### src/rtl/radar_gate_gen.sv
// radar_gate_gen: programmable radar transmit/receive gate generator.
// A serial register bank sets the inter-pulse period (IPP), the transmit
// pulse width and the receive window. A small FSM sequences IPPs either
// back-to-back (internal mode) or one per external trigger edge. All
// gate outputs come straight from flops and line up with the phase counter.

module radar_gate_gen #(
    parameter logic [6:0] BASE = 7'd64
) (
    input  logic        clock,
    input  logic        reset,
    input  logic        serial_strobe,
    input  logic [6:0]  serial_addr,
    input  logic [31:0] serial_data,
    input  logic        ext_trig,
    output logic        tx_pulse,
    output logic        rx_gate,
    output logic        ipp_start,
    output logic [15:0] ipp_count,
    output logic        busy
);

    typedef enum logic [1:0] {
        IDLE = 2'd0,
        ARM  = 2'd1,
        RUN  = 2'd2,
        HOLD = 2'd3
    } state_t;

    localparam logic [6:0] ADDR_CTRL     = BASE;
    localparam logic [6:0] ADDR_IPP_LEN  = BASE + 7'd1;
    localparam logic [6:0] ADDR_TX_WIDTH = BASE + 7'd2;
    localparam logic [6:0] ADDR_RX_DELAY = BASE + 7'd3;
    localparam logic [6:0] ADDR_RX_WIDTH = BASE + 7'd4;

    // Control register: bit 0 run, bit 1 ext_mode, bit 2 single_shot.
    logic [2:0]  ctrl_q, ctrl_d;
    logic [23:0] ipp_len_q, ipp_len_d;
    logic [15:0] tx_width_q, tx_width_d;
    logic [23:0] rx_delay_q, rx_delay_d;
    logic [23:0] rx_width_q, rx_width_d;

    // Per-IPP copies, so writes made mid-IPP only affect the next IPP.
    logic [23:0] len_sh_q, len_sh_d;
    logic [15:0] tx_sh_q, tx_sh_d;
    logic [23:0] rxd_sh_q, rxd_sh_d;
    logic [23:0] rxw_sh_q, rxw_sh_d;

    // External trigger: two synchronizer stages plus one history stage.
    logic [2:0]  trig_sync_q, trig_sync_d;
    logic        trig_edge_q, trig_edge_d;

    state_t      state_q, state_d;
    logic [23:0] phase_q, phase_d;
    logic [15:0] count_q, count_d;
    logic        tx_q, tx_d;
    logic        rx_q, rx_d;
    logic        start_q, start_d;
    logic        busy_q, busy_d;

    logic        run_now;
    logic        run_next;
    logic        ext_mode;
    logic        single_shot;
    logic        ipp_last;
    logic        new_ipp;
    logic [23:0] len_clamped;
    logic [24:0] rx_end_d;

    // Upper write-data bits have no destination register.
    logic        unused_data;
    assign unused_data = &{1'b0, serial_data[31:24]};

    // Serial register write decode; a write lands in the register at the next edge.
    always_comb begin
        // NOTE: every signal written here gets a default first, so no path leaves one unassigned and no latch is inferred.
        ctrl_d     = ctrl_q;
        ipp_len_d  = ipp_len_q;
        tx_width_d = tx_width_q;
        rx_delay_d = rx_delay_q;
        rx_width_d = rx_width_q;
        if (serial_strobe) begin
            if (serial_addr == ADDR_CTRL) begin
                ctrl_d = serial_data[2:0];
            end else if (serial_addr == ADDR_IPP_LEN) begin
                ipp_len_d = serial_data[23:0];
            end else if (serial_addr == ADDR_TX_WIDTH) begin
                tx_width_d = serial_data[15:0];
            end else if (serial_addr == ADDR_RX_DELAY) begin
                rx_delay_d = serial_data[23:0];
            end else if (serial_addr == ADDR_RX_WIDTH) begin
                rx_width_d = serial_data[23:0];
            end
        end
    end

    // Mode bits. Starting uses the registered run bit (so the first IPP
    // begins two cycles after the write), while stopping looks at the value
    // being written so a clearing write shuts the outputs off one cycle later.
    assign run_now     = ctrl_q[0];
    assign run_next    = ctrl_d[0];
    assign ext_mode    = ctrl_q[1];
    assign single_shot = ctrl_q[2];

    assign len_clamped = (ipp_len_q < 24'd2) ? 24'd2 : ipp_len_q;
    assign ipp_last    = (phase_q == (len_sh_q - 24'd1));

    // Trigger synchronizer shift and registered rising-edge detect.
    always_comb begin
        trig_sync_d = {trig_sync_q[1:0], ext_trig};
        trig_edge_d = trig_sync_q[1] & ~trig_sync_q[2];
    end

    // FSM next-state logic; new_ipp marks that the next cycle is phase 0 of an IPP.
    always_comb begin
        state_d = state_q;
        new_ipp = 1'b0;
        if (!run_next) begin
            state_d = IDLE;
        end else begin
            case (state_q)
                IDLE: begin
                    if (run_now) begin
                        if (ext_mode) begin
                            state_d = ARM;
                        end else begin
                            state_d = RUN;
                            new_ipp = 1'b1;
                        end
                    end
                end
                ARM: begin
                    if (trig_edge_q) begin
                        state_d = RUN;
                        new_ipp = 1'b1;
                    end
                end
                RUN: begin
                    if (ipp_last) begin
                        if (single_shot) begin
                            state_d = HOLD;
                        end else if (ext_mode) begin
                            state_d = ARM;
                        end else begin
                            state_d = RUN;
                            new_ipp = 1'b1;
                        end
                    end
                end
                HOLD: begin
                    state_d = HOLD;
                end
                default: begin
                    state_d = IDLE;
                end
            endcase
        end
    end

    // Phase counter, shadow capture and gate decode for the upcoming cycle.
    always_comb begin
        len_sh_d = len_sh_q;
        tx_sh_d  = tx_sh_q;
        rxd_sh_d = rxd_sh_q;
        rxw_sh_d = rxw_sh_q;
        phase_d  = '0;
        if (new_ipp) begin
            len_sh_d = len_clamped;
            tx_sh_d  = tx_width_q;
            rxd_sh_d = rx_delay_q;
            rxw_sh_d = rx_width_q;
        end else if (state_d == RUN) begin
            phase_d = phase_q + 24'd1;
        end

        // Phase never reaches len_sh, so both windows are clipped at the IPP end.
        rx_end_d = {1'b0, rxd_sh_d} + {1'b0, rxw_sh_d};
        tx_d     = (state_d == RUN) && (phase_d < {8'd0, tx_sh_d});
        rx_d     = (state_d == RUN) && (phase_d >= rxd_sh_d)
                   && ({1'b0, phase_d} < rx_end_d);
        start_d  = new_ipp;
        busy_d   = (state_d != IDLE);
    end

    // IPP counter: cleared on a run 0->1 write, bumped in the last cycle of each IPP.
    always_comb begin
        count_d = count_q;
        if (run_next && !run_now) begin
            count_d = '0;
        end else if ((state_q == RUN) && ipp_last) begin
            count_d = count_q + 16'd1;
        end
    end

    // FSM state register.
    always_ff @(posedge clock) begin
        // NOTE: clocked blocks use non-blocking (<=) so every flop samples pre-edge values regardless of statement order.
        if (reset) begin
            state_q <= IDLE;
        end else begin
            state_q <= state_d;
        end
    end

    // Register bank, shadows, synchronizer and output flops; reset wins over a same-cycle write.
    always_ff @(posedge clock) begin
        if (reset) begin
            ctrl_q      <= '0;
            ipp_len_q   <= '0;
            tx_width_q  <= '0;
            rx_delay_q  <= '0;
            rx_width_q  <= '0;
            len_sh_q    <= '0;
            tx_sh_q     <= '0;
            rxd_sh_q    <= '0;
            rxw_sh_q    <= '0;
            trig_sync_q <= '0;
            trig_edge_q <= 1'b0;
            phase_q     <= '0;
            count_q     <= '0;
            tx_q        <= 1'b0;
            rx_q        <= 1'b0;
            start_q     <= 1'b0;
            busy_q      <= 1'b0;
        end else begin
            ctrl_q      <= ctrl_d;
            ipp_len_q   <= ipp_len_d;
            tx_width_q  <= tx_width_d;
            rx_delay_q  <= rx_delay_d;
            rx_width_q  <= rx_width_d;
            len_sh_q    <= len_sh_d;
            tx_sh_q     <= tx_sh_d;
            rxd_sh_q    <= rxd_sh_d;
            rxw_sh_q    <= rxw_sh_d;
            trig_sync_q <= trig_sync_d;
            trig_edge_q <= trig_edge_d;
            phase_q     <= phase_d;
            count_q     <= count_d;
            tx_q        <= tx_d;
            rx_q        <= rx_d;
            start_q     <= start_d;
            busy_q      <= busy_d;
        end
    end

    assign tx_pulse  = tx_q;
    assign rx_gate   = rx_q;
    assign ipp_start = start_q;
    assign ipp_count = count_q;
    assign busy      = busy_q;

endmodule

### config.mk
export PLATFORM = sky130hd
export DESIGN_NAME = radar_gate_gen
export DESIGN_NICKNAME = d
export VERILOG_FILES = /design/src/rtl/radar_gate_gen.sv
export SDC_FILE = /design/constraint.sdc
export NUM_CORES = 1
export LEC_CHECK = 0
export ABC_AREA = 0
export BUFFER_PORTS_ARGS = -buffer_cell sky130_fd_sc_hd__clkbuf_2
export CORE_ASPECT_RATIO = 1.2
export CORE_UTILIZATION = 52
export CTS_CLUSTER_DIAMETER = 30
export DETAILED_ROUTE_END_ITERATION = 16
export PLACE_DENSITY = 0.71
export SYNTH_ARGS = -nofsm -noshare
export SYNTH_HDL_FRONTEND = slang
export SYNTH_SLANG_ARGS = --single-unit
### constraint.sdc
create_clock -name clock -period 9.5 [get_ports clock]
set_input_delay 2.375 -clock clock [delete_from_list [all_inputs] [get_ports clock]]
set_output_delay 2.375 -clock clock [all_outputs]
set_load 0.03 [all_outputs]
==> results of run 1 <==
==> synth_stat cells, drive strengths merged (3+ instances only) <==
cell type  number
a2111oi         3
a211o           3
a211oi          4
a21o           17
a21oi         132
a31o            4
a31oi           4
and2            4
and3           16
and4            4
buf            17
clkbuf         55
dfxtp         229
ha             89
inv            41
mux2           25
mux2i          84
nand2         185
nand2b         10
nand3          28
nand3b          3
nand4          22
nor2          159
nor2b          48
nor3           43
nor3b           3
nor4           11
o2111ai         3
o211ai          4
o21a            3
o21ai          30
o21bai          7
o32ai           3
or3            14
or4             5
or4b            4
xnor2          46
xor2           32
==> kinds of logic (layout without fill, tap and decap cells) <==
group | after synthesis | in the layout | synth area share (%)
AND/OR/NAND/NOR | 570 | 570 | 22.5
flip-flops | 229 | 229 | 37.8
buffers and inverters | 113 | 182 | 3.76
XOR/XNOR | 78 | 78 | 5.64
multiplexers | 109 | 109 | 9.27
adder cells (fa/ha/maj) | 90 | 90 | 9.36
AO/OA/AOI/OAI | 236 | 236 | 11.7
==> worst max-delay path, delay by kind of cell <==
family / cells / cell delay (ns)
buffers and inverters: 3 / 0.62
AOI/OAI and AO/OA: 10 / 2.62
adders and majority gates: 2 / 0.61
muxes: 2 / 0.61
xor gates and xnor gates: 1 / 0.15
and+or+nand+nor: 9 / 1.90
==> layout by cell type, fill, tap and decap left out, types with 4 or more instances in the layout <==
cell type	instances
or4_1	5
clkbuf_2	53
nor2_1	159
clkinvlp_4	9
clkbuf_16	41
clkinv_2	7
dfxtp_1	229
and3_1	16
ha_1	89
nor3_1	43
and2_1	4
nand4_1	22
o21bai_1	7
a21oi_1	132
inv_1	41
inv_6	4
mux2_2	25
or3_1	14
a211oi_1	4
o21ai_0	29
clkbuf_8	5
xor2_1	32
nor4_1	9
a21o_1	17
nand2b_1	10
nand3_1	28
nor2b_1	48
and4_1	4
o211ai_1	4
mux2i_1	84
buf_4	13
xnor2_1	46
a31oi_1	4
nand2_1	185
==> state kept, by name (all words and copies together) (netlist names), 2 cells and up <==
| name | count |
|---|---|
| ipp_len_q | 24 |
| len_sh_q | 24 |
| phase_q | 24 |
| rx_delay_q | 24 |
| rx_width_q | 24 |
| rxd_sh_q | 24 |
| rxw_sh_q | 24 |
| ipp_count | 16 |
| tx_sh_q | 16 |
| tx_width_q | 16 |
| ctrl_q | 3 |
| trig_sync_q | 3 |
| state_q | 2 |
==> power by group through the flow <==
stage          clock [uW]  combinational [uW]  sequential, uW
3_5_place_dp            0                35.3             984
5_1_grt              1460                37.9             964
3_3_place_gp            0                35.3             984
2_1_floorplan           0                16.4             983
6_report             1390                35.3             965
4_1_cts              1410                35.3             965
==> area by class of cell <==
class                   instances  area, um^2  area share [%]
well taps                     310         388            2.78
multi-input cells            1083        7090            50.9
flip-flops and latches        229        4580            32.9
clock inverters                25         231            1.66
repair buffers                 67         374            2.69
inverters                      41         154            1.10
clock buffers                  49        1110            7.94
==> routing by layer <==
metal | wire, um | share of wire, %
met5 | 0 | 0
met4 | 873 | 3.0
met3 | 1180 | 4.0
met2 | 14900 | 50
met1 | 12600 | 43
==> final timing paths <==
path                  start     endpoint  slack (ns)  cells after the start
max          serial_addr[3]      rx_gate        1.04                     27
min          trig_sync_q[2]  trig_edge_q        0.40                      1
max reg2reg     len_sh_q[0]      rx_gate        1.55                     28
min reg2reg  trig_sync_q[2]  trig_edge_q        0.40                      1
==> metrics by stage <==
stage / instance area (um^2) / instances / worst slack, ns / power [uW]
2_1_floorplan: 12100 / 1425 / 1.38 / 1000
3_3_place_gp: 12600 / 1730 / 0.604 / 1020
3_5_place_dp: 12600 / 1730 / 0.521 / 1020
4_1_cts: 13900 / 1804 / 1.01 / 2410
5_1_grt: 13900 / 1804 / 0.522 / 2460
6_report: 13900 / 1804 / 1.04 / 2390
==> run summary, run 1 <==
Status - completed
GR peak layer - met2
Overall Global Routing Usage - 25.2%
NumNets Final - 1596
Starting Density - 53.4%
Die W - 141 um
Max transition margin - 30.1%
Synth area leader - dfxtp_1
Hold-fix buffers, CTS - 0
Fin. Hold Viols - 0
Final critical path time including I/O delays and setup - 8.46 ns
Worst Path Arrival - 8.91 ns
Worst Path Max Fanout - 25
Core area - 22700 um^2
Post-synth EDFFs - 0
GPL Wtd Cong - 0.850
DRT antenna net count - 0
Synth Flop Type - dfxtp_1
Avg Cell Area, Syn - 8.50 um^2
Worst Path Required - 9.95 ns
Crit-path most repeated cell - a21oi_1
RSZ-0062 raised after global routing - no
Crit end category - flip-flop
Combinational power share - 1.5%
Worst Hold Class - flip-flop to flip-flop
Initial antenna violation count - 0
Synth top area share - 37.8%
Setup TNS - 0 ns
Internal power - 1860 uW
Worst-Margin Slew - 1.05 ns
Synth Warn # - 0
Syn Std Cell Area - 12100 um^2
Clock latency at the later pin of the worst-skew pair - 0.52 ns
Drt pass-1 iters - 5
IO Port Bufs - 54
Via Count - 10100
Met1 global-route usage - 30.1%
Slowest-stage cell, CP - a31o_4
Path type of the worst setup path - input port to flip-flop
Avg Vias per Cell - 5.59
Power per Cell Area - 171 nW/um^2
Antenna diode count - 0
Period utilization - 89.1%
Crit start category - input port
Fin util - 61.4%
Chip height - 169 um
Initial drt markers - 584
Setup Buffers After CTS - 0
CTS tree - built
Synth cell types - 69
Max Cap Viol - 0
# IOs - 63
Maximum level of the CTS H-tree - 2
GRT overflow - 0
Total clock buffers created by CTS - 41
CTS clk-pin slew, worst paths - 0.05 ns
Clk network pwr share - 58.1%
CTS resizes - 0
Setup violations, final - 0
Wire per inst - 16.4 um
Crit-path max cell delay - 0.48 ns
Mapped Cells - 1425
Seq pwr share - 40.4%
Cell chosen for the clock root - clkbuf_16
Setup Skew - 0.0193 ns
Largest net degree at the start of global routing - 106
Met3 usage - 4.15%
Synth area leaders - dfxtp_1 38%, ha_1 9.2%, mux2i_1 6.9%, nand2_1 5.7%, a21oi_1 5.5%
WHS - 0.400 ns
CTS sink count - 229
Max Slew Vio Count - 0
Sequential element share of the synthesized area - 37.8%
HPWL Detailed - 20800 um
P&R area growth vs syn - 15.0%
Global-route wire length before repair - 48000 um
Net Count, Synth - 1558
Net Sw Frac - 22.0%
Die area - 23900 um^2
Post-synth ARST share - 0%
Row cnt - 60
Peak VDD IR - 211 uV
Yosys reg bits - 229
Leakage power - 0.00557 uW
Vias in the first global route - 9748
Net switching power - 525 uW
Share of cells above drive strength 1 - 11.9%
Fmax achieved - 118 MHz
DRC violations left - 0
CTS Buffer Depth - 3
Wirelength, routed - 29500 um
Fillers - 1984
GRT met2 Usage - 44.9%
No activity file was read; power rests on OpenSTA's default activity.
==> inputs of run 2 (changes only) <==
==> constraint.sdc (replaced) <==
create_clock -name clock -period 10.6 [get_ports clock]
set_input_delay 2.65 -clock clock [delete_from_list [all_inputs] [get_ports clock]]
set_output_delay 2.65 -clock clock [all_outputs]
set_load 0.03 [all_outputs]
==> run 2 against run 1 <==
Net effect: global-route usage up 0.14 points; critical path type unchanged; sequential share of layout area down 0.31 points; worst setup slack better by 0.66 ns; count of clock-buffer cells in the layout up 7; critical path depth down 1; sequential power down 10%; clock skew up 0.0097 ns; via count down 0.26%; die area unchanged; core utilization up 0.59 points; power down 5.2%.
==> run summary, run 2 (same netlist as run 1, synthesis figures left out) <==
IO Port Bufs - 54
GRT overflow - 0
DP Worst Slack - 1.19 ns
CTS resizes - 0
Max transition margin - 40.3%
Max Cap Viol - 0
Worst Path Max Fanout - 34
Setup Buffers After CTS - 0
Period utilization - 84.0%
Total power - 2260 uW
NumNets Final - 1597
Global-route wire length before repair - 48600 um
Fillers - 2017
Clk network pwr share - 60.4%
Overall Global Routing Usage - 25.3%
Most frequent cells in the layout - 229 x dfxtp_1, 185 x nand2_1, 159 x nor2_1
Largest net degree at the start of global routing - 77
Max Slew Vio Count - 0
Fin. Hold Viols - 0
Avg Vias per Cell - 5.58
Net Sw Frac - 20.4%
Hold-fix buffers, CTS - 0
Row cnt - 60
CTS clk-pin slew, worst paths - 0.05 ns
Leading cell type in the layout, fill and taps excluded - dfxtp_1
HPWL Detailed - 20900 um
Setup Skew - 0.0291 ns
Placed cell count - 1729
Starting Density - 53.4%
Die W - 141 um
Internal power - 1800 uW
GPL Wtd Cong - 0.847
Path type of the worst setup path - input port to flip-flop
Clock latency at the later pin of the worst-skew pair - 0.53 ns
RSZ-0062 raised after global routing - no
Total clock buffers created by CTS - 43
CTS Buffer Depth - 3
Status - completed
Final instance area - 14100 um^2
DRT antenna net count - 0
# IOs - 63
Initial drt markers - 585
Die area - 23900 um^2
Combinational power share - 1.4%
Net switching power - 461 uW
Crit start category - input port
Worst Path Required - 11.05 ns
Wire per inst - 16.4 um
Share of cells above drive strength 1 - 11.8%
Final worst slack - 1.69 ns
Core area - 22700 um^2
Via Count - 10100
P&R area growth vs syn - 16.1%
Setup violations, final - 0
Antenna diode count - 0
Vias in the first global route - 9857
Placed cell area - 12600 um^2
Fmax achieved - 112 MHz
Power per Cell Area - 161 nW/um^2
Final critical path time including I/O delays and setup - 8.91 ns
Setup TNS - 0 ns
Worst Hold Class - flip-flop to flip-flop
Initial antenna violation count - 0
Wirelength, routed - 29500 um
Worst Path Arrival - 9.36 ns
DRC violations left - 0
Drt pass-1 iters - 5
Peak VDD IR - 108 uV
Chip height - 169 um
Cell chosen for the clock root - clkbuf_16
CTS sink count - 229
Leakage power - 0.00565 uW
CTS tree - built
Non-filler cells, final - 1803
Maximum level of the CTS H-tree - 2
Crit end category - flip-flop
Worst-Margin Slew - 0.884 ns
Seq pwr share - 38.2%
-- run 2: through the flow --
step | util [%] | hold slack [ns]
2_1_floorplan | - | 0.367
3_3_place_gp | 55.5 | 0.372
3_5_place_dp | 55.5 | 0.381
4_1_cts | 62.0 | 0.383
5_1_grt | 62.0 | 0.383
6_report | 62.0 | 0.378
-- run 2: critical path, stage by stage --
cell,delay (ns)
clkbuf_2,0.08
nor4_1,0.37
nor2b_1,0.31
and2_1,0.29
mux2i_1,0.21
nor3_1,0.25
a31o_4,0.59
buf_4,0.48
mux2i_1,0.38
inv_1,0.08
ha_1,0.32
inv_1,0.08
o21ai_0,0.38
a21oi_1,0.19
o41ai_1,0.47
a21oi_1,0.24
o21bai_1,0.21
xnor2_1,0.14
ha_1,0.26
a21o_1,0.16
a21o_1,0.17
a21oi_1,0.24
o311a_1,0.24
nand4b_1,0.11
o311a_1,0.31
nor2_1,0.08
-- run 2: power groups by stage --
stage	clock (uW)	sequential, uW	combinational, uW
floorplan	0	881	14.7
global placement	0	882	31.9
detailed placement	0	882	31.9
CTS	1380	865	32.0
global route	1430	864	34.4
finish	1370	865	31.9
-- run 2: routing by layer --
| layer | GRT usage (%) | wire (um) | vias to the layer above |
|---|---|---|---|
| li1 | - | - | 5049 |
| met1 | 30.2 | 12900 | 4759 |
| met2 | 46.2 | 14700 | 183 |
| met3 | 3.41 | 933 | 65 |
| met4 | 8.93 | 872 | 0 |
| met5 | 0 | 0 | - |
-- run 2: final cells by class --
class	instances	area [um^2]	area share (%)
multi-input combinational	1083	7090	50.4
sequential	229	4580	32.6
clock inverter	18	251	1.79
clock buffer	56	1230	8.72
inverter	41	154	1.09
timing repair buffer	66	367	2.61
tap	310	388	2.76
-- run 2: path summary, 6_finish.rpt --
path,startpoint,to,slack [ns],cells past startpoint
hold reg to reg,trig_sync_q[2],trig_edge_q,0.38,1
setup / recovery,serial_addr[3],rx_gate,1.69,26
setup reg to reg,len_sh_q[0],rx_gate,2.40,27
hold / removal,trig_sync_q[2],trig_edge_q,0.38,1
==> inputs of run 3 (changes only) <==
==> constraint.sdc (replaced) <==
create_clock -name clock -period 9 [get_ports clock]
set_input_delay 2.25 -clock clock [delete_from_list [all_inputs] [get_ports clock]]
set_output_delay 2.25 -clock clock [all_outputs]
set_load 0.03 [all_outputs]
==> run 3 against run 2 <==
Net effect: die area unchanged; global-route usage grew 0.44 points; core utilization up 0.62 points; non-clock buffer count is 1 higher; clock skew down 0.0097 ns; critical path depth did not move; count of clock-buffer cells in the layout unchanged; worst hold slack improved by 0.011 ns; flip-flop and latch count is the same; critical path type unchanged; largest cell class unchanged; highest routed layer unchanged.
==> run summary, run 3 (same netlist as run 1, synthesis figures left out) <==
Status - completed
Peak VDD IR - 184 uV
Max Cap Viol - 0
Worst Hold Class - flip-flop to flip-flop
GPL Wtd Cong - 0.860
DP Worst Slack - 0.369 ns
HPWL Detailed - 20900 um
CTS Buffer Depth - 3
Power per Cell Area - 198 nW/um^2
IO Port Bufs - 54
Fin. Hold Viols - 0
Wire per inst - 16.6 um
RSZ-0062 raised after global routing - no
Overall Global Routing Usage - 25.8%
Worst Reg-to-Reg Cells - 27
Worst Path Required - 9.46 ns
Leakage power - 0.00572 uW
Placed cell count - 1730
Drt pass-1 iters - 5
Most frequent cells in the layout - 229 x dfxtp_1, 185 x nand2_1, 159 x nor2_1
Maximum level of the CTS H-tree - 2
Crit-path most repeated cell - a21oi_1
Die area - 23900 um^2
Core area - 22700 um^2
Hold-fix buffers, CTS - 0
Crit-path max cell delay - 0.49 ns
CTS resizes - 0
Row cnt - 60
Crit start category - input port
R2R setup slack - 1.26 ns
Final critical path time including I/O delays and setup - 8.17 ns
Setup Skew - 0.0194 ns
Hold EP - trig_edge_q
Chip height - 169 um
# IOs - 63
Leading cell type in the layout, fill and taps excluded - dfxtp_1
Wirelength, routed - 30100 um
GRT overflow - 0
Crit path max-delay family - compound AO/OA/AOI/OAI gates
Setup TNS - 0 ns
CTS tree - built
P&R area growth vs syn - 17.3%
Via Count - 10000
Fmax achieved - 122 MHz
Initial antenna violation count - 0
Hold_sp - trig_sync_q[2]
Crit end category - flip-flop
Final instance area - 14200 um^2
Final worst slack - 0.833 ns
Global-route wire length before repair - 48900 um
DRC violations left - 0
Total clock buffers created by CTS - 43
Max transition margin - 17.3%
CTS sink count - 229
Starting Density - 53.4%
Die W - 141 um
Fillers - 1947
Cell chosen for the clock root - clkbuf_16
Setup Buffers After CTS - 0
Max Slew Vio Count - 0
Period utilization - 90.7%
NumNets Final - 1598
Vias in the first global route - 9925
CTS clk-pin slew, worst paths - 0.05 ns
WHS - 0.389 ns
Path type of the worst setup path - input port to flip-flop
Hold path cells - 1
DRT antenna net count - 0
Share of cells above drive strength 1 - 11.9%
Worst Path Arrival - 8.62 ns
Worst path buffer plus inverter count - 1
Largest net degree at the start of global routing - 109
FF-to-FF Start - len_sh_q[0]
Non-filler cells, final - 1808
Avg Vias per Cell - 5.55
Worst-Margin Slew - 1.24 ns
Setup violations, final - 0
Placed cell area - 12600 um^2
Worst R2R End - rx_gate
Antenna diode count - 0
Worst Path Max Fanout - 10
Clock latency at the later pin of the worst-skew pair - 0.52 ns
Initial drt markers - 480
Slowest-stage cell, CP - mux2i_1
==> run 3: cell types whose count changed in the layout (fill, tap and decap cells not counted) <==
| cell | before | now |
|---|---|---|
| clkinvlp_4 | 4 | 2 |
| clkinv_2 | 4 | 6 |
| clkbuf_1 | 4 | 6 |
| clkbuf_8 | 8 | 5 |
| clkinv_4 | 2 | 1 |
| buf_12 | 0 | 1 |
| clkbuf_16 | 44 | 45 |
| bufinv_16 | 5 | 10 |
| clkinv_8 | 1 | 0 |
| inv_6 | 2 | 3 |
==> run 3: metrics by stage <==
step	total power (uW)	utilization, %
floorplan	1060	-
global placement	1080	55.6
global route	2880	62.6
detailed placement	1080	55.6
finish	2810	62.6
CTS	2830	62.6
==> run 3: cell type report <==
| type | count | area (um^2) | area share [%] |
|---|---|---|---|
| Sequential cell | 229 | 4580 | 32.3 |
| Tap cell | 310 | 388 | 2.73 |
| Clock buffer | 56 | 1220 | 8.57 |
| Multi-Input combinational cell | 1083 | 7090 | 49.9 |
| Inverter | 41 | 154 | 1.08 |
| Clock inverter | 22 | 380 | 2.68 |
| Timing Repair Buffer | 67 | 387 | 2.72 |
==> run 3: power breakdown <==
| group | leakage (uW) | internal (uW) | total, uW | switching [uW] |
|---|---|---|---|---|
| sequential | 0.00184 | 1020 | 1020 | 0.809 |
| clock | 0.000780 | 1240 | 1760 | 521 |
| combinational | 0.00310 | 8.52 | 37.7 | 29.2 |
==> run 3: worst max-delay path by stage <==
| stage | start | endpoint | cells past startpoint |
|---|---|---|---|
| after floorplan | serial_addr[3] | rx_gate | 28 |
| after global placement | serial_addr[3] | rx_gate | 26 |
| after detailed placement | serial_addr[3] | rx_gate | 26 |
| after CTS | serial_addr[3] | rx_gate | 26 |
| after global routing | serial_addr[3] | rx_gate | 27 |
| final | serial_addr[3] | rx_gate | 26 |
==> run 3: routing by layer <==
layer / wire, um / track usage (%) / share of wire [%] / vias to the layer above
li1: - / - / - / 5055
met1: 13100 / 30.8 / 44 / 4744
met2: 15200 / 46.8 / 50 / 179
met3: 904 / 2.93 / 3.0 / 65
met4: 859 / 10.4 / 2.9 / 0
met5: 0 / 0 / 0 / -
